`config.mk`:
```
export PLATFORM = sky130hd
export DESIGN_NAME = ce_phase_gen
export DESIGN_NICKNAME = d
export VERILOG_FILES = /design/src/rtl/ce_phase_gen.sv
export SDC_FILE = /design/constraint.sdc
export NUM_CORES = 1
export LEC_CHECK = 0
export ABC_AREA = 1
export BUFFER_PORTS_ARGS = -buffer_cell sky130_fd_sc_hd__buf_2
export CORE_MARGIN = 2
export CORE_UTILIZATION = 50
export CTS_CLUSTER_SIZE = 16
export DETAILED_ROUTE_END_ITERATION = 12
export PLACE_DENSITY = 0.85
export SYNTH_ARGS = -nofsm -noshare
export SYNTH_HDL_FRONTEND = slang
export SYNTH_SLANG_ARGS = --single-unit
```
`constraint.sdc`:
```
create_clock -name bclk -period 1.6 [get_ports bclk]
set_input_delay 0.32 -clock bclk [delete_from_list [all_inputs] [get_ports bclk]]
set_output_delay 0.32 -clock bclk [all_outputs]
set_load 0.01 [all_outputs]
```
`src/rtl/ce_phase_gen.sv`:
```
// Capture-strobe generator for slow-CE crossings: synchronises the aclk toggle, locks a
// modulo-RATIO phase counter to it and fires ben_o at phase OFFSET while locked.
module ce_phase_gen #(
  parameter int RATIO  = 4,
  parameter int OFFSET = 2,
  parameter int SYNC   = 2,
  parameter int LOCKS  = 4,
  localparam int PW    = $clog2(RATIO),
  localparam int GW    = $clog2(LOCKS + 1)
) (
  input  logic          bclk,
  input  logic          arst,
  input  logic          atog_i,
  output logic          ben_o,
  output logic          locked_o,
  output logic [PW-1:0] phase_o,
  output logic          slip_o,
  output logic [7:0]    slips_o
);

  typedef enum logic [1:0] {SEEK, VERIFY, LOCKED} state_t;

  localparam logic [PW-1:0] LAST  = PW'(RATIO - 1);
  localparam logic [PW-1:0] OFF   = PW'(OFFSET);
  localparam logic [GW-1:0] GMAX  = GW'(LOCKS);

  logic [SYNC-1:0] sync_q;
  logic            prev_q;
  logic [PW-1:0]   cnt_q, cnt_d;
  logic [GW-1:0]   good_q, good_d;
  state_t          state_q, state_d;
  logic            ben_q, ben_d;
  logic            locked_q, locked_d;
  logic            slip_q, slip_d;
  logic [7:0]      slips_q, slips_d;
  logic            atogEdge;
  logic            reload;

  always_ff @(posedge bclk) begin
    if (!arst) begin
      sync_q <= '0;
      prev_q <= 1'b0;
    end else begin
      sync_q <= {sync_q[SYNC-2:0], atog_i};
      prev_q <= sync_q[SYNC-1];
    end
  end

  assign atogEdge = sync_q[SYNC-1] ^ prev_q;

  // The phase counter sits at 0 in the edge cycle, so a reload lands it on 1 next.
  always_comb begin
    state_d = state_q;
    good_d  = good_q;
    reload  = 1'b0;
    slip_d  = 1'b0;
    case (state_q)
      SEEK: begin
        if (atogEdge) begin
          reload  = 1'b1;
          good_d  = '0;
          state_d = VERIFY;
        end
      end
      VERIFY: begin
        if (atogEdge && cnt_q == '0) begin
          if (good_q + GW'(1) >= GMAX) begin
            good_d  = GMAX;
            state_d = LOCKED;
          end else begin
            good_d = good_q + GW'(1);
          end
        end else if (atogEdge) begin
          reload = 1'b1;
          good_d = '0;
        end else if (cnt_q == '0) begin
          state_d = SEEK;
        end
      end
      LOCKED: begin
        if (atogEdge && cnt_q != '0) begin
          slip_d  = 1'b1;
          reload  = 1'b1;
          good_d  = '0;
          state_d = VERIFY;
        end else if (!atogEdge && cnt_q == '0) begin
          slip_d  = 1'b1;
          good_d  = '0;
          state_d = SEEK;
        end
      end
      default: state_d = SEEK;
    endcase

    if (reload)
      cnt_d = PW'(1);
    else if (cnt_q == LAST)
      cnt_d = '0;
    else
      cnt_d = cnt_q + PW'(1);

    slips_d  = (slip_d && slips_q != 8'hFF) ? slips_q + 8'd1 : slips_q;
    locked_d = (state_d == LOCKED);
    // Decided from next-state values so ben_o lines up with locked_o and phase_o.
    ben_d    = locked_d && (cnt_d == OFF);
  end

  always_ff @(posedge bclk) begin
    if (!arst) begin
      state_q  <= SEEK;
      cnt_q    <= '0;
      good_q   <= '0;
      ben_q    <= 1'b0;
      locked_q <= 1'b0;
      slip_q   <= 1'b0;
      slips_q  <= '0;
    end else begin
      state_q  <= state_d;
      cnt_q    <= cnt_d;
      good_q   <= good_d;
      ben_q    <= ben_d;
      locked_q <= locked_d;
      slip_q   <= slip_d;
      slips_q  <= slips_d;
    end
  end

  assign ben_o    = ben_q;
  assign locked_o = locked_q;
  assign phase_o  = cnt_q;
  assign slip_o   = slip_q;
  assign slips_o  = slips_q;

endmodule

```
Word level (Yosys, flattened, before mapping)
Index checks and enable logic that the tools add are counted.

word-level totals
  bits in registers = 21
  latch bits = 0
  bits in writable memories = 0
  bits in read-only memories = 0
  bits of input ports = 3
  output and inout bits = 13
  word-level logic and storage cells = 55
  memories = 0

operators by class
  add/subtract/negate cells = 3
  multipliers = 0
  div/mod/pow operators = 0
  magnitude comparators = 1
  equal/unequal tests = 7
  shift-type cells = 0
  mux-type cells = 23
  bitwise operators = 1
  reductions and logical operators = 11

operators with widths
  cell                                                                    number
  2-bit two-way mux                                                       9
  3-bit two-way mux                                                       5
  3-bit one-hot mux with 3 select lines                                   1
  8-bit by 1-bit adder with 8-bit output (second input constant)          1
  2-bit equality test (second input constant)                             4
  8-bit inequality test (second input constant)                           1
  1-bit two-way mux                                                       6
  2-bit one-hot mux with 3 select lines                                   1
  1-bit logical AND                                                       5
  2-bit zero test                                                         2
  3-bit by 1-bit adder with 3-bit output (second input constant)          1
  3-bit greater-or-equal comparator (second input constant)               1
  3-bit inequality test (second input constant)                           1
  1-bit one-hot mux with 3 select lines                                   1
  3-bit nonzero test                                                      1
  2-bit by 1-bit adder with 2-bit output (second input constant)          1
  2-bit by 1-bit equality test with 1-bit output (second input constant)  1
  2-bit AND reduction                                                     1
  2-bit nonzero test                                                      1
  1-bit zero test                                                         1
  1-bit XOR                                                               1

Longest topological paths before layout
  word-level depth = 8
  depth in mapped cells = 13

Worst setup path before layout
No wires, ideal clock.

  kind = register to register
  start point = reg cnt_q[0] (netlist: phase_o[0])
  end point = reg good_q[0]
  arrival = 1.487 ns
  setup slack = -0.003 ns
  cell stages (with the launch flop) = 10
  path buffers = 0
  period minus slack after synthesis = 1.603 ns
  cell sequence = dfxtp_1 -> inv_1 -> ha_1 -> ha_1 -> nor2_4 -> inv_1 -> nand2_1 -> o21ai_1 -> o21ai_0 -> nor2_1

on the way
  word-level cells in the longest chain between the ends = 4
  elaborated cells between the ends (all ways) = 10
  classes of those cells = 1 x eq/ne; 3 x mux; 6 x reduce/logical

RTL lines
  what                                                                          RTL line    text
  start, declared                                                               29          logic [PW-1:0] cnt_q, cnt_d;
  start signal, assigned                                                        119         cnt_q <= cnt_d;
  2-bit nonzero test or 2-bit zero test (tied branches)                         81, 66, 86
  1-bit logical AND, on equally long branches                                   81, 66, 86
  3-bit two-way mux (tied with other cells)                                     81          if (atogEdge && cnt_q != '0) begin
  3-bit one-hot mux with 3 select lines or 2-bit AND reduction (tied branches)  --
  end signal, assigned                                                          120         good_q <= good_d;
  end, declared                                                                 30          logic [GW-1:0] good_q, good_d;

Several ways; a longest one is shown, not always the timed one.
A chain may end at the register's enable or synchronous reset.

Worst setup path in the final report
  start point = reg state_q[0]
  end point = reg good_q[0]

on the way
  word-level cells in the longest chain between the ends = 3
  elaborated cells between the ends (all ways) = 7
  classes of those cells = 3 x eq/ne; 1 x mux; 3 x reduce/logical

RTL lines
  what                                                                          RTL line  text
  start, declared                                                               31        state_t state_q, state_d;
  start signal, assigned                                                        118       state_q <= state_d;
  2-bit equality test (tied with other cells)                                   57        case (state_q)
  3-bit inequality test (no source line) or 3-bit nonzero test (tied branches)  --
  2-bit AND reduction (no source line)                                          --

Several ways; a longest one is shown, not always the timed one.

==> flow_metrics.env <==
export IMPL_cap_violations=0
export IMPL_hpwlAfterDp_um=1830
export IMPL_synth_edff_count=0
export IMPL_synthDominantCellAreaShare_pct=35.0
export IMPL_insertedDiodeCount=0
export IMPL_path_delay_family="compound AO/OA/AOI/OAI gates"
export IMPL_tritoncts="built"
export IMPL_wl_per_cell_um=12.7
export IMPL_place_inst=207
export IMPL_synthFlopType="dfxtp_1"
export IMPL_drt_iter0_markers=17
export IMPL_via_per_inst=5.08
export IMPL_gr_usage_all_layers_pct=20.5
export IMPL_worstMarginPinSlew_ns=0.465
export IMPL_syn_avg_cell_area_um2=7.27
export IMPL_intPower_uw=709
export IMPL_synth_warnings=0
export IMPL_ir_drop_mv=0.601
export IMPL_place_gp_congestion=0.844
export IMPL_fin_skew_ns=0.00480
export IMPL_fillCellCount=201
export IMPL_synth_area_top_cells="dfxtp_1 (35%), nand2_1 (13%), ha_1 (11%), inv_1 (8.4%), nand3_1 (5.0%)"
export IMPL_synthArstFlopShare_pct=0
export IMPL_slew_headroom_pct=69.0
export IMPL_synth_top_cell_by_area="dfxtp_1"
export IMPL_synth_seq_area_share_pct=35.0
export IMPL_die_w_um=53.0
export IMPL_instances_no_fill=214
export IMPL_setup_worst_path_start_class="flip-flop"
export IMPL_antenna_left=0
export IMPL_setup_viol_count_final=0
export IMPL_portBuffers=15
export IMPL_hold_path_class="in -> reg"
export IMPL_grt_pass1_vias=1071
export IMPL_outcome="finished clean"
export IMPL_p_clk_share_pct=25.9
export IMPL_postSynthCellCount=165
export IMPL_ctsHoldBuffers=0
export IMPL_worstPathCellList="inv_1, ha_1, a21boi_0, o21ai_2, o21ai_1, nor2_1"
export IMPL_dp_slack_ns=-0.0856
export IMPL_antenna_found_initial=0
export IMPL_crit_required_ns=1.81
export IMPL_clk_pin_slew_ns=0.11
export IMPL_swShare_pct=28.3
export IMPL_coreArea_um2=2230
export IMPL_overflow=0
export IMPL_synthAdderAreaFrac_pct=11.5
export IMPL_max_freq_ghz=0.647
export IMPL_period_needed_ns=1.55
export IMPL_fin_crit_sh_pct=96.6
export IMPL_tns_ns=0
export IMPL_final_max_slew_viol_count=0
export IMPL_yosys_area_share_xor_xnor_pct=3.65
export IMPL_ys_seq_elements=21
export IMPL_finalWorstSetupSlack_ns=0.0547
export IMPL_root_buffer="clkbuf_4"
export IMPL_endpoint_kind="flip-flop"
export IMPL_synth_simple_area_share_pct=28.7
export IMPL_clock_sinks=21
export IMPL_synthMuxAreaShare_pct=0
export IMPL_synth_cell_area_um2=1200
export IMPL_nNetsFinal=201
export IMPL_num_rows=17
export IMPL_path_buf_inv=1
export IMPL_grt_start_max_net_pins=12
export IMPL_rsz0062_at_grt="true"
export IMPL_grt_pass1_wl_um=4260
export IMPL_insertion_delay_ns=0.31
export IMPL_synth_compound_area_share_pct=11.3
export IMPL_layout_drive_gt1_share_pct=34.9
export IMPL_ioPinCount=16
export IMPL_crit_type="reg -> reg"
export IMPL_h_tree_depth=1
export IMPL_slowest_stage="dfxtp_1"
export IMPL_cts_path_max_buffers=2
export IMPL_cp_max_fo=5
export IMPL_drc_errors=0
export IMPL_totalWireLength_um=2720
export IMPL_p_comb_share_pct=19.0
export IMPL_die_h_um=53.0
export IMPL_design_die_area_um2=2810
export IMPL_synth_distinct_cells=23
export IMPL_p_sw_uw=280
export IMPL_dr_pass1_iters=4
export IMPL_leakage_nw=0.677
export IMPL_areaGrowthSynthToFinish_pct=23.9
export IMPL_cpPeakStageDelay_ns=0.44
export IMPL_synth_nets=179
export IMPL_via_count=1088
export IMPL_synth_top_family_by_area="simple AND/OR/NAND/NOR gates"
export IMPL_hold_viol_final=0
export IMPL_start_util_pct=53.7
export IMPL_p_per_area_nw_per_um2=665
export IMPL_cp_arrival_ns=1.75
export IMPL_numCtsBuffers=3
export IMPL_seqPwrFrac_pct=55.1
flip-flops by register name, summed over array words and instances, names as in the netlist:
name,count
slips_o,8
state_q,2
slip_o,1
prev_q,1
phase_o,2
good_q,3
ben_o,1
sync_q,2
locked_o,1
synthesized netlist by cell type, types with 2 or more instances:
cell type  number
dfxtp_1        21
nand2_1        42
a21oi_1         8
buf_2           2
xor2_1          3
nor2_4          2
inv_1          27
a21oi_2         6
xnor2_1         2
o21ai_1         3
nor2_2          2
inv_2           2
o21ai_0         4
nand2_2         4
nand3_1        12
nor2_1          8
ha_1           11
per-layer routing:
| metal | up-vias | GRT usage [%] | wire (µm) |
|---|---|---|---|
| li1 | 556 | - | - |
| met3 | 4 | 3.11 | 102 |
| met4 | 0 | 6.84 | 42 |
| met1 | 506 | 23.7 | 1130 |
| met2 | 22 | 38.1 | 1440 |
| met5 | - | 0 | 0 |
layout make-up:
class,count,area (µm²),share of cell area (%)
Sequential cell,21,430,29.0
Tap cell,28,35.0,2.36
Clock buffer,4,26.3,1.77
Timing Repair Buffer,19,109,7.32
Multi-Input combinational cell,113,769,51.8
Inverter,29,116,7.83
cells by family after synthesis:
group,Yosys count
compound gates,22
flops,21
simple gates,75
fa+ha+maj,11
xor+xnor,5
buf+inv,31
through the flow:
stage          utilization, %  total power [mW]  area [µm²]  hold WS (ns)
2_1_floorplan               -             0.649        1200         0.390
3_3_place_gp             58.6             0.674        1310         0.399
3_5_place_dp             58.6             0.682        1310         0.407
4_1_cts                  60.4             0.943        1350         0.193
5_1_grt                  66.6              1.04        1490         0.201
6_report                 66.6             0.989        1490         0.193
power by group through the flow:
| stage | Sequential [mW] | Combinational (mW) | Clock, mW |
|---|---|---|---|
| floorplan | 0.558 | 0.0908 | 0 |
| global placement | 0.555 | 0.119 | 0 |
| detailed placement | 0.557 | 0.125 | 0 |
| CTS | 0.546 | 0.135 | 0.262 |
| global route | 0.547 | 0.212 | 0.280 |
| finish | 0.545 | 0.188 | 0.256 |
layout by cell type, fill, tap and decap left out, types with 3 or more instances in the layout:
cell type,instances
nand2_4,4
o21ai_0,3
o21ai_1,3
nand2_1,37
nand3_1,10
nor2_2,4
nor2_1,6
inv_1,24
xor2_1,3
ha_1,5
ha_4,4
buf_4,3
nand2_2,6
inv_4,3
a21oi_1,6
a21oi_2,8
clkbuf_4,3
dfxtp_1,17
buf_2,15
repair_timing:
action,CTS,global route
cloned,0,0
gates resized for setup,4,33
buffers inserted,0,3
pin swaps,0,7
endpoints found under the setup margin,10,14
final timing paths:
check	cells past startpoint	slack (ns)	startpoint	end
max reg2reg	6	0.05	state_q[0]$_SDFF_PN0_	good_q[0]$_SDFFE_PN0P_
max	6	0.05	state_q[0]$_SDFF_PN0_	good_q[0]$_SDFFE_PN0P_
min	3	0.19	atog_i	sync_q[0]$_SDFF_PN0_
min reg2reg	2	0.42	sync_q[0]$_SDFF_PN0_	sync_q[1]$_SDFF_PN0_
worst reg2reg max path: stages, from the launching register on:
cell and delay, ns:
dfxtp_1 0.44, inv_1 0.09, ha_1 0.30, a21boi_0 0.30, o21ai_2 0.11, o21ai_1 0.15, nor2_1 0.05
Power figures use the tool's default switching activity.
